[src/rtl/rot_sched.sv]
// Round-robin scheduler that shares one single-step 8-bit rotator between two requesters.
// Optional macro ROT_SCHED_SHORTCUT_EN: rotations with amt > 4 run 8-amt steps in the opposite direction.
module rot_sched #(
    parameter int WIDTH = 8,
    parameter int AMT_W = 3
) (
    input  logic             clk,
    input  logic             rst_n,
    input  logic             req0_valid,
    output logic             req0_ready,
    input  logic [WIDTH-1:0] req0_data,
    input  logic             req0_dir,
    input  logic [AMT_W-1:0] req0_amt,
    input  logic             req1_valid,
    output logic             req1_ready,
    input  logic [WIDTH-1:0] req1_data,
    input  logic             req1_dir,
    input  logic [AMT_W-1:0] req1_amt,
    output logic             rsp_valid,
    input  logic             rsp_ready,
    output logic [WIDTH-1:0] rsp_data,
    output logic             rsp_id,
    output logic             busy
);

    typedef enum logic [1:0] {
        IDLE,
        ROT,
        RESP
    } state_t;

    state_t           state_q, state_d;
    logic [WIDTH-1:0] data_q;
    logic             dir_q;
    logic [AMT_W-1:0] cnt_q;
    logic             id_q;
    logic             last_grant_q;

    logic             any_valid;
    logic             accept;
    logic             win_id;
    logic [WIDTH-1:0] win_data;
    logic             win_dir;
    logic [AMT_W-1:0] win_amt;
    logic             load_dir;
    logic [AMT_W-1:0] load_cnt;

    function automatic logic [WIDTH-1:0] rot_right1(input logic [WIDTH-1:0] d);
        return {d[0], d[WIDTH-1:1]};
    endfunction

    function automatic logic [WIDTH-1:0] reverse(input logic [WIDTH-1:0] d);
        logic [WIDTH-1:0] r;
        for (int i = 0; i < WIDTH; i++) begin
            r[i] = d[WIDTH-1-i];
        end
        return r;
    endfunction

    // The datapath only rotates right; a left step is mirrored around it.
    function automatic logic [WIDTH-1:0] step(input logic [WIDTH-1:0] d, input logic dir);
        return dir ? rot_right1(d) : reverse(rot_right1(reverse(d)));
    endfunction

    // Arbitration: a lone requester wins; on contention the one not granted last time wins.
    assign any_valid  = req0_valid | req1_valid;
    assign accept     = (state_q == IDLE) && any_valid;
    assign win_id     = (req0_valid && req1_valid) ? ~last_grant_q : req1_valid;
    assign win_data   = win_id ? req1_data : req0_data;
    assign win_dir    = win_id ? req1_dir  : req0_dir;
    assign win_amt    = win_id ? req1_amt  : req0_amt;
    assign req0_ready = accept & ~win_id;
    assign req1_ready = accept & win_id;

    always_comb begin
        // NOTE: every signal driven here gets a default first so no path leaves it unassigned (no latch).
        load_dir = win_dir;
        load_cnt = win_amt;
`ifdef ROT_SCHED_SHORTCUT_EN
        if (win_amt > AMT_W'(WIDTH / 2)) begin
            load_dir = ~win_dir;
            load_cnt = AMT_W'(WIDTH - int'(win_amt));
        end
`endif
    end

    always_comb begin
        state_d = state_q;
        unique case (state_q)
            IDLE: if (accept) state_d = (load_cnt == '0) ? RESP : ROT;
            ROT:  if (cnt_q == AMT_W'(1)) state_d = RESP;
            RESP: if (rsp_ready) state_d = IDLE;
            default: state_d = IDLE;
        endcase
    end

    // NOTE: sequential state uses non-blocking assignments so every register samples pre-edge values.
    always_ff @(posedge clk or negedge rst_n) begin
        if (!rst_n) begin
            state_q      <= IDLE;
            data_q       <= '0;
            dir_q        <= 1'b0;
            cnt_q        <= '0;
            id_q         <= 1'b0;
            last_grant_q <= 1'b1;
        end else begin
            state_q <= state_d;
            if (accept) begin
                data_q       <= win_data;
                dir_q        <= load_dir;
                cnt_q        <= load_cnt;
                id_q         <= win_id;
                last_grant_q <= win_id;
            end else if (state_q == ROT) begin
                data_q <= step(data_q, dir_q);
                cnt_q  <= cnt_q - AMT_W'(1);
            end
        end
    end

    assign rsp_valid = (state_q == RESP);
    assign rsp_data  = data_q;
    assign rsp_id    = id_q;
    assign busy      = (state_q != IDLE);

endmodule

[config.mk]
export PLATFORM = sky130hd
export DESIGN_NAME = rot_sched
export DESIGN_NICKNAME = d
export VERILOG_FILES = /design/src/rtl/rot_sched.sv
export SDC_FILE = /design/constraint.sdc
export NUM_CORES = 1
export LEC_CHECK = 0
export ABC_AREA = 1
export CAP_MARGIN = 20
export CELL_PAD_IN_SITES_DETAIL_PLACEMENT = 1
export CELL_PAD_IN_SITES_GLOBAL_PLACEMENT = 1
export CORE_UTILIZATION = 29
export CTS_CLUSTER_DIAMETER = 150
export DETAILED_ROUTE_END_ITERATION = 7
export GPL_TIMING_DRIVEN = 0
export PLACE_DENSITY_LB_ADDON = 0.05
export SLEW_MARGIN = 15
export SYNTH_ARGS = -nofsm -noshare
export SYNTH_HDL_FRONTEND = slang
export SYNTH_SLANG_ARGS = --single-unit
[constraint.sdc]
create_clock -name clk -period 1.3 [get_ports clk]
set_input_delay 0.13 -clock clk [delete_from_list [all_inputs] [get_ports clk]]
set_output_delay 0.13 -clock clk [all_outputs]
set_load 0.01 [all_outputs]
==> impl_metrics.tcl, run 1 <==
set metrics [dict create \
    ios 42 \
    syn_inst 189 \
    clk_pin_slew_ns 0.07 \
    regToRegSetupSlack_ns -0.11 \
    status "finished with violations" \
    clock_skew_ns 0.000896 \
    dp.final_hpwl_mm 2.84 \
    layout_commonest_cell "nand2_1" \
    rr_endpoint "state_q[0]" \
    leakagePower_uw 0.00112 \
    firstDrtPassIters 4 \
    p_comb_share_pct 67.8 \
    drcViolationCount 0 \
    crit_fanout 5 \
    switchingPower_uw 1890 \
    finalMaxSlewViolations 0 \
    place.port_buffers 41 \
    grt_pass1_vias 1394 \
    grt_max_degree 17 \
    cts_tree "yes" \
    synth_top_area_cell "nand2_1" \
    dieArea_um2 4290 \
    critical_path_required_ns 1.45 \
    grt_setup_unrepaired "true" \
    fmax_ghz 0.711 \
    yosysTopAreaCellShare_pct 32.4 \
    reg2reg_depth 9 \
    path_class "register to register" \
    grt_antenna_before_repair 0 \
    dp.cells 278 \
    grt_pass1_wl_mm 6.58 \
    nNetsFinal 288 \
    layout_common_cells "nand2_1, clkdlybuf4s50_1, inv_1" \
    syn_nets 220 \
    busiest_layer "met2" \
    worst_slack_ns -0.107 \
    maxCapViolCount 0 \
    use_met3_pct 1.91 \
    utilization_pct 52.9 \
    syn_area_per_cell_um2 6.18 \
    initial_core_util_pct 31.0 \
    clk-insertion-delay-late_ns 0.25 \
    die_w_um 65.5 \
    overflow 0 \
    intPower_uw 2350 \
    layout_min_cycle_time_ns 1.41 \
    design.core.area_um2 3770 \
    yosysSeqAreaShare_pct 34.4 \
    yosys.cell_types.count 21 \
    clockPowerShare_pct 10.6 \
    cts_made_buffers 3 \
    gr-usage-met2_pct 33.0 \
    wirelength_mm 4.25 \
    arrival_ns 1.55 \
    powerDensity_nw_per_um2 2120 \
    whs_ns 0.329 \
    setup_viol 14 \
    switching_share_pct 44.6 \
    final_cells 304 \
    cp-end-kind "register" \
    hold_buffers 0 \
    area_delta_synth_final_pct 70.7 \
    hold_path.class "primary input to async pin" \
    use_met1_pct 27.2 \
    antenna_left 0 \
    critPathLaunchType "register" \
    wl_per_cell_um 14.0 \
    cts.sinks 16 \
    htreeDepth 1 \
    gp_congestion 0.776 \
    drt_iter0_markers 30 \
    grt_usage_pct 19.9 \
    hold_viol 0 \
    setup-tns-final_ns -0.822 \
    die_h_um 65.5 \
    vias 1383 \
    worst_pin_slew_ns 0.775 \
    ir_worst_vdd_v 0.000907 \
    synth_area_um2 1170 \
    relSlewSlack_pct 48.2 \
    drive_gt1_share_pct 28.1 \
    fp-row-count 22 \
    vias_per_cell 4.55 \
    ys_warn_count 0 \
    cts_buffer_depth 2 \
    ys_ff_latch 16 \
    r2r_start "last_grant_q" \
    nFillCells 495 \
    synthTopCellsByArea "nand2_1, dfrtp_1, inv_1" \
    failed_checks "setup timing" \
    cts_root_buffer "clkbuf_8" \
    diodes 0 \
    post-route-period-util_pct 108 \
    seqPwrFrac_pct 21.5 \
]
-- power by group through the flow --
| stage | clock (uW) | sequential, uW | combinational [uW] |
|---|---|---|---|
| 6_report | 451 | 913 | 2870 |
| 4_1_cts | 464 | 913 | 2430 |
| 5_1_grt | 483 | 942 | 3180 |
| 3_5_place_dp | 0 | 951 | 2090 |
| 2_1_floorplan | 0 | 947 | 1260 |
| 3_3_place_gp | 0 | 925 | 2000 |
-- routing by layer --
metal  part of all wire (%)  wire length [um]
met4                   0.85                36
met2                     47              2010
met1                     49              2060
met3                    3.3               142
met5                      0                 0
-- timing repair --
item / 4_1_cts / 5_1_grt
setup buffers: 12 / 10
cloned: 1 / 0
pin swaps: 1 / 12
setup endpoints to repair: 25 / 19
gates resized for setup: 40 / 34
-- worst max path at each step --
stage,endpoint,cells after the start,startpoint,slack [ns]
after CTS,req1_ready,7,state_q[1],-0.14
after detailed placement,req1_ready,6,req1_valid,-0.63
final,state_q[0],9,last_grant_q,-0.11
after floorplan,state_q[0],8,last_grant_q,0.12
after global routing,rsp_data[0],10,last_grant_q,-0.17
after global placement,req1_ready,6,req1_valid,-0.62
-- sequential cells by signal, indices dropped and copies added, names as in the netlist --
name and flops:
rsp_data 8, state_q 2, cnt_q 3, last_grant_q 1, dir_q 1, rsp_id 1
-- layout make-up --
| class | count | area, um2 | share of cell area [%] |
|---|---|---|---|
| sequential | 16 | 402 | 20.1 |
| timing repair buffer | 63 | 591 | 29.6 |
| clock buffer | 4 | 55.1 | 2.76 |
| tap | 48 | 60.1 | 3.01 |
| multi-input combinational | 142 | 741 | 37.1 |
| buffer | 5 | 43.8 | 2.20 |
| inverter | 26 | 103 | 5.14 |
-- kinds of logic (layout without fill, tap and decap cells) --
logic type                 count (synthesis)  after routing  synth area share, %
adders and majority gates                  2              2                 2.14
DFF                                       16             16                 34.4
AOI/OAI and AO/OA                         15             15                 7.60
and+or+nand+nor                          125            125                 44.1
buffers and inverters                     31             98                 11.8
-- synth_stat cells --
cell	n
a21oi_1	1
buf_2	2
buf_4	1
buf_6	2
dfrtp_1	15
dfstp_2	1
ha_1	2
inv_1	23
inv_2	3
nand2_1	101
nand2_2	5
nand2_4	1
nand3_1	7
nand3_2	1
nand3b_1	1
nor2_1	8
nor2_4	1
o211ai_1	1
o21ai_0	9
o21ai_1	3
o21ai_4	1
-- through the flow --
step,cell area [um2],setup WS (ns),total power [uW]
2_1_floorplan,1170,0.120,2200
3_3_place_gp,1640,-0.620,2920
3_5_place_dp,1640,-0.631,3040
4_1_cts,1810,-0.145,3800
5_1_grt,1990,-0.169,4610
6_report,1990,-0.107,4240
-- worst max-delay path, cell delays in order (launching register included) --
cell and delay, ns:
dfstp_2 0.57, nand2_4 0.06, nand2_4 0.09, buf_6 0.12, buf_6 0.13, nand2_4 0.05
nand2_4 0.08, nand3_4 0.08, nand3_2 0.07, nand2_2 0.04
Power figures use the tool's default switching activity.
==> run 2, diff against run 1 <==
--- a/config.mk
+++ b/config.mk
@@ -14,6 +14,7 @@
 export DETAILED_ROUTE_END_ITERATION = 7
 export GPL_TIMING_DRIVEN = 0
 export PLACE_DENSITY_LB_ADDON = 0.05
+export REMOVE_ABC_BUFFERS = 1
 export SLEW_MARGIN = 15
 export SYNTH_ARGS = -nofsm -noshare
 export SYNTH_HDL_FRONTEND = slang
==> impl_metrics.tcl, run 2 (synthesis results as in run 1) <==
set metrics [dict create \
    diodes 0 \
    nFillCells 480 \
    critPathLaunchType "register" \
    cts_made_buffers 3 \
    wirelength_mm 3.58 \
    cts_buffer_depth 2 \
    setup-tns-final_ns -0.509 \
    cts_root_buffer "clkbuf_8" \
    switching_share_pct 46.0 \
    vias_per_cell 4.47 \
    firstDrtPassIters 4 \
    grt_usage_pct 17.5 \
    clk_pin_slew_ns 0.07 \
    antenna_left 0 \
    place.port_buffers 41 \
    switchingPower_uw 1750 \
    clk-insertion-delay-late_ns 0.25 \
    crit_chain "nand2_4 -> nand2_4 -> inv_8 -> nor2_4 -> buf_6" \
    ios 42 \
    worst_pin_slew_ns 0.769 \
    crit_fanout 3 \
    critical_path_required_ns 1.17 \
    wl_per_cell_um 12.4 \
    max_stage_delay_ns 0.55 \
    powerDensity_nw_per_um2 2010 \
    hold_path.class "primary input to async pin" \
    worst_slack_ns -0.0924 \
    setup_viol 12 \
    die_w_um 65.5 \
    failed_checks "setup timing" \
    ir_worst_vdd_v 0.00109 \
    grt_setup_unrepaired "true" \
    initial_core_util_pct 31.0 \
    layout_min_cycle_time_ns 1.39 \
    dp.final_hpwl_mm 2.57 \
    dieArea_um2 4290 \
    path_class "register to output pin" \
    fmax_ghz 0.718 \
    grt_max_degree 18 \
    area_delta_synth_final_pct 62.4 \
    relSlewSlack_pct 48.6 \
    p_comb_share_pct 63.9 \
    critPathBufInv 2 \
    utilization_pct 50.3 \
    drcViolationCount 0 \
    nNetsFinal 273 \
    dp_slack_ns -0.832 \
    slowest_stage "dfstp_2" \
    layout_common_cells "nand2_1, clkdlybuf4s50_1, inv_1" \
    seqPwrFrac_pct 25.9 \
    drt_iter0_markers 24 \
    overflow 0 \
    gp_congestion 0.757 \
    layout_commonest_cell "nand2_1" \
    largest_reg_flops 8 \
    cts_tree "yes" \
    fp-row-count 22 \
    status "finished with violations" \
    cts.sinks 16 \
    die_h_um 65.5 \
    grt_pass1_vias 1273 \
    cp-end-kind "output pin" \
    intPower_uw 2060 \
    crit_family "flip-flops" \
    maxCapViolCount 0 \
    htreeDepth 1 \
    post-route-period-util_pct 107 \
    grt_pass1_wl_mm 5.75 \
    cp_common_cell "nand2_4" \
    grt_antenna_before_repair 0 \
    hold_viol 0 \
    finalMaxSlewViolations 0 \
    clock_skew_ns 0.00378 \
    vias 1291 \
    drive_gt1_share_pct 22.8 \
    arrival_ns 1.26 \
    hold_buffers 0 \
    design.core.area_um2 3770 \
    leakagePower_uw 0.00101 \
    clockPowerShare_pct 10.2 \
]
-- run 2: cell count changes in the layout (fill, tap and decap cells not counted), moves of 2 or more --
| cell | before | now |
|---|---|---|
| dlygate4sd2_1 | 8 | 10 |
| buf_2 | 3 | 1 |
| buf_6 | 9 | 3 |
| nor2_2 | 0 | 2 |
| buf_12 | 0 | 3 |
| buf_4 | 18 | 6 |
| nor2_1 | 7 | 5 |
| nand2_4 | 9 | 4 |
| inv_1 | 20 | 22 |
| inv_2 | 5 | 1 |
| dlymetal6s2s_1 | 3 | 0 |
| nand2_2 | 14 | 18 |
-- run 2: repair_timing --
| action | in CTS | in global routing |
|---|---|---|
| endpoints found under the setup margin | 27 | 17 |
| resized for setup | 50 | 23 |
| setup buffers | 10 | 2 |
| pin swaps | 7 | 10 |
| cloned | 0 | 0 |
-- run 2: worst paths after layout --
kind	start	end	slack, ns	cells after the start
max	last_grant_q	req0_ready	-0.09	5
min	rst_n	rsp_data[2]	0.33	1
max reg2reg	last_grant_q	state_q[0]	-0.06	8
min reg2reg	rsp_id	rsp_id	0.48	2
max in group asynchronous	rst_n	state_q[0]	0.49	1
min in group clk	req0_dir	dir_q	0.46	3
-- run 2: power by group through the flow --
stage | sequential (uW) | clock, uW | combinational, uW
global placement | 984 | 0 | 1830
finish | 986 | 390 | 2430
detailed placement | 1000 | 0 | 1890
floorplan | 988 | 0 | 1120
CTS | 983 | 401 | 2270
global route | 1020 | 417 | 2730
-- run 2: per-layer routing --
layer	wire length [um]	up-vias	track usage (%)
li1	-	667	-
met1	1730	580	23.8
met2	1580	38	29.0
met3	223	6	2.08
met4	36	0	4.89
met5	0	-	0
-- run 2: area by class of cell --
cell class              instances  area [um2]  share of cell area [%]
repair buffers                 53         542                    28.5
clock buffers                   4        45.0                    2.37
flip-flops and latches         16         402                    21.2
well taps                      48        60.1                    3.16
inverters                      26         123                    6.46
multi-input cells             142         727                    38.3
-- run 2: per-stage QoR --
step | instances | hold WS, ns | area [um2] | power (uW)
floorplan | 184 | -0.166 | 1130 | 2110
global placement | 273 | 0.459 | 1600 | 2810
detailed placement | 273 | 0.466 | 1600 | 2890
CTS | 287 | 0.357 | 1800 | 3650
global route | 289 | 0.420 | 1900 | 4170
finish | 289 | 0.330 | 1900 | 3810
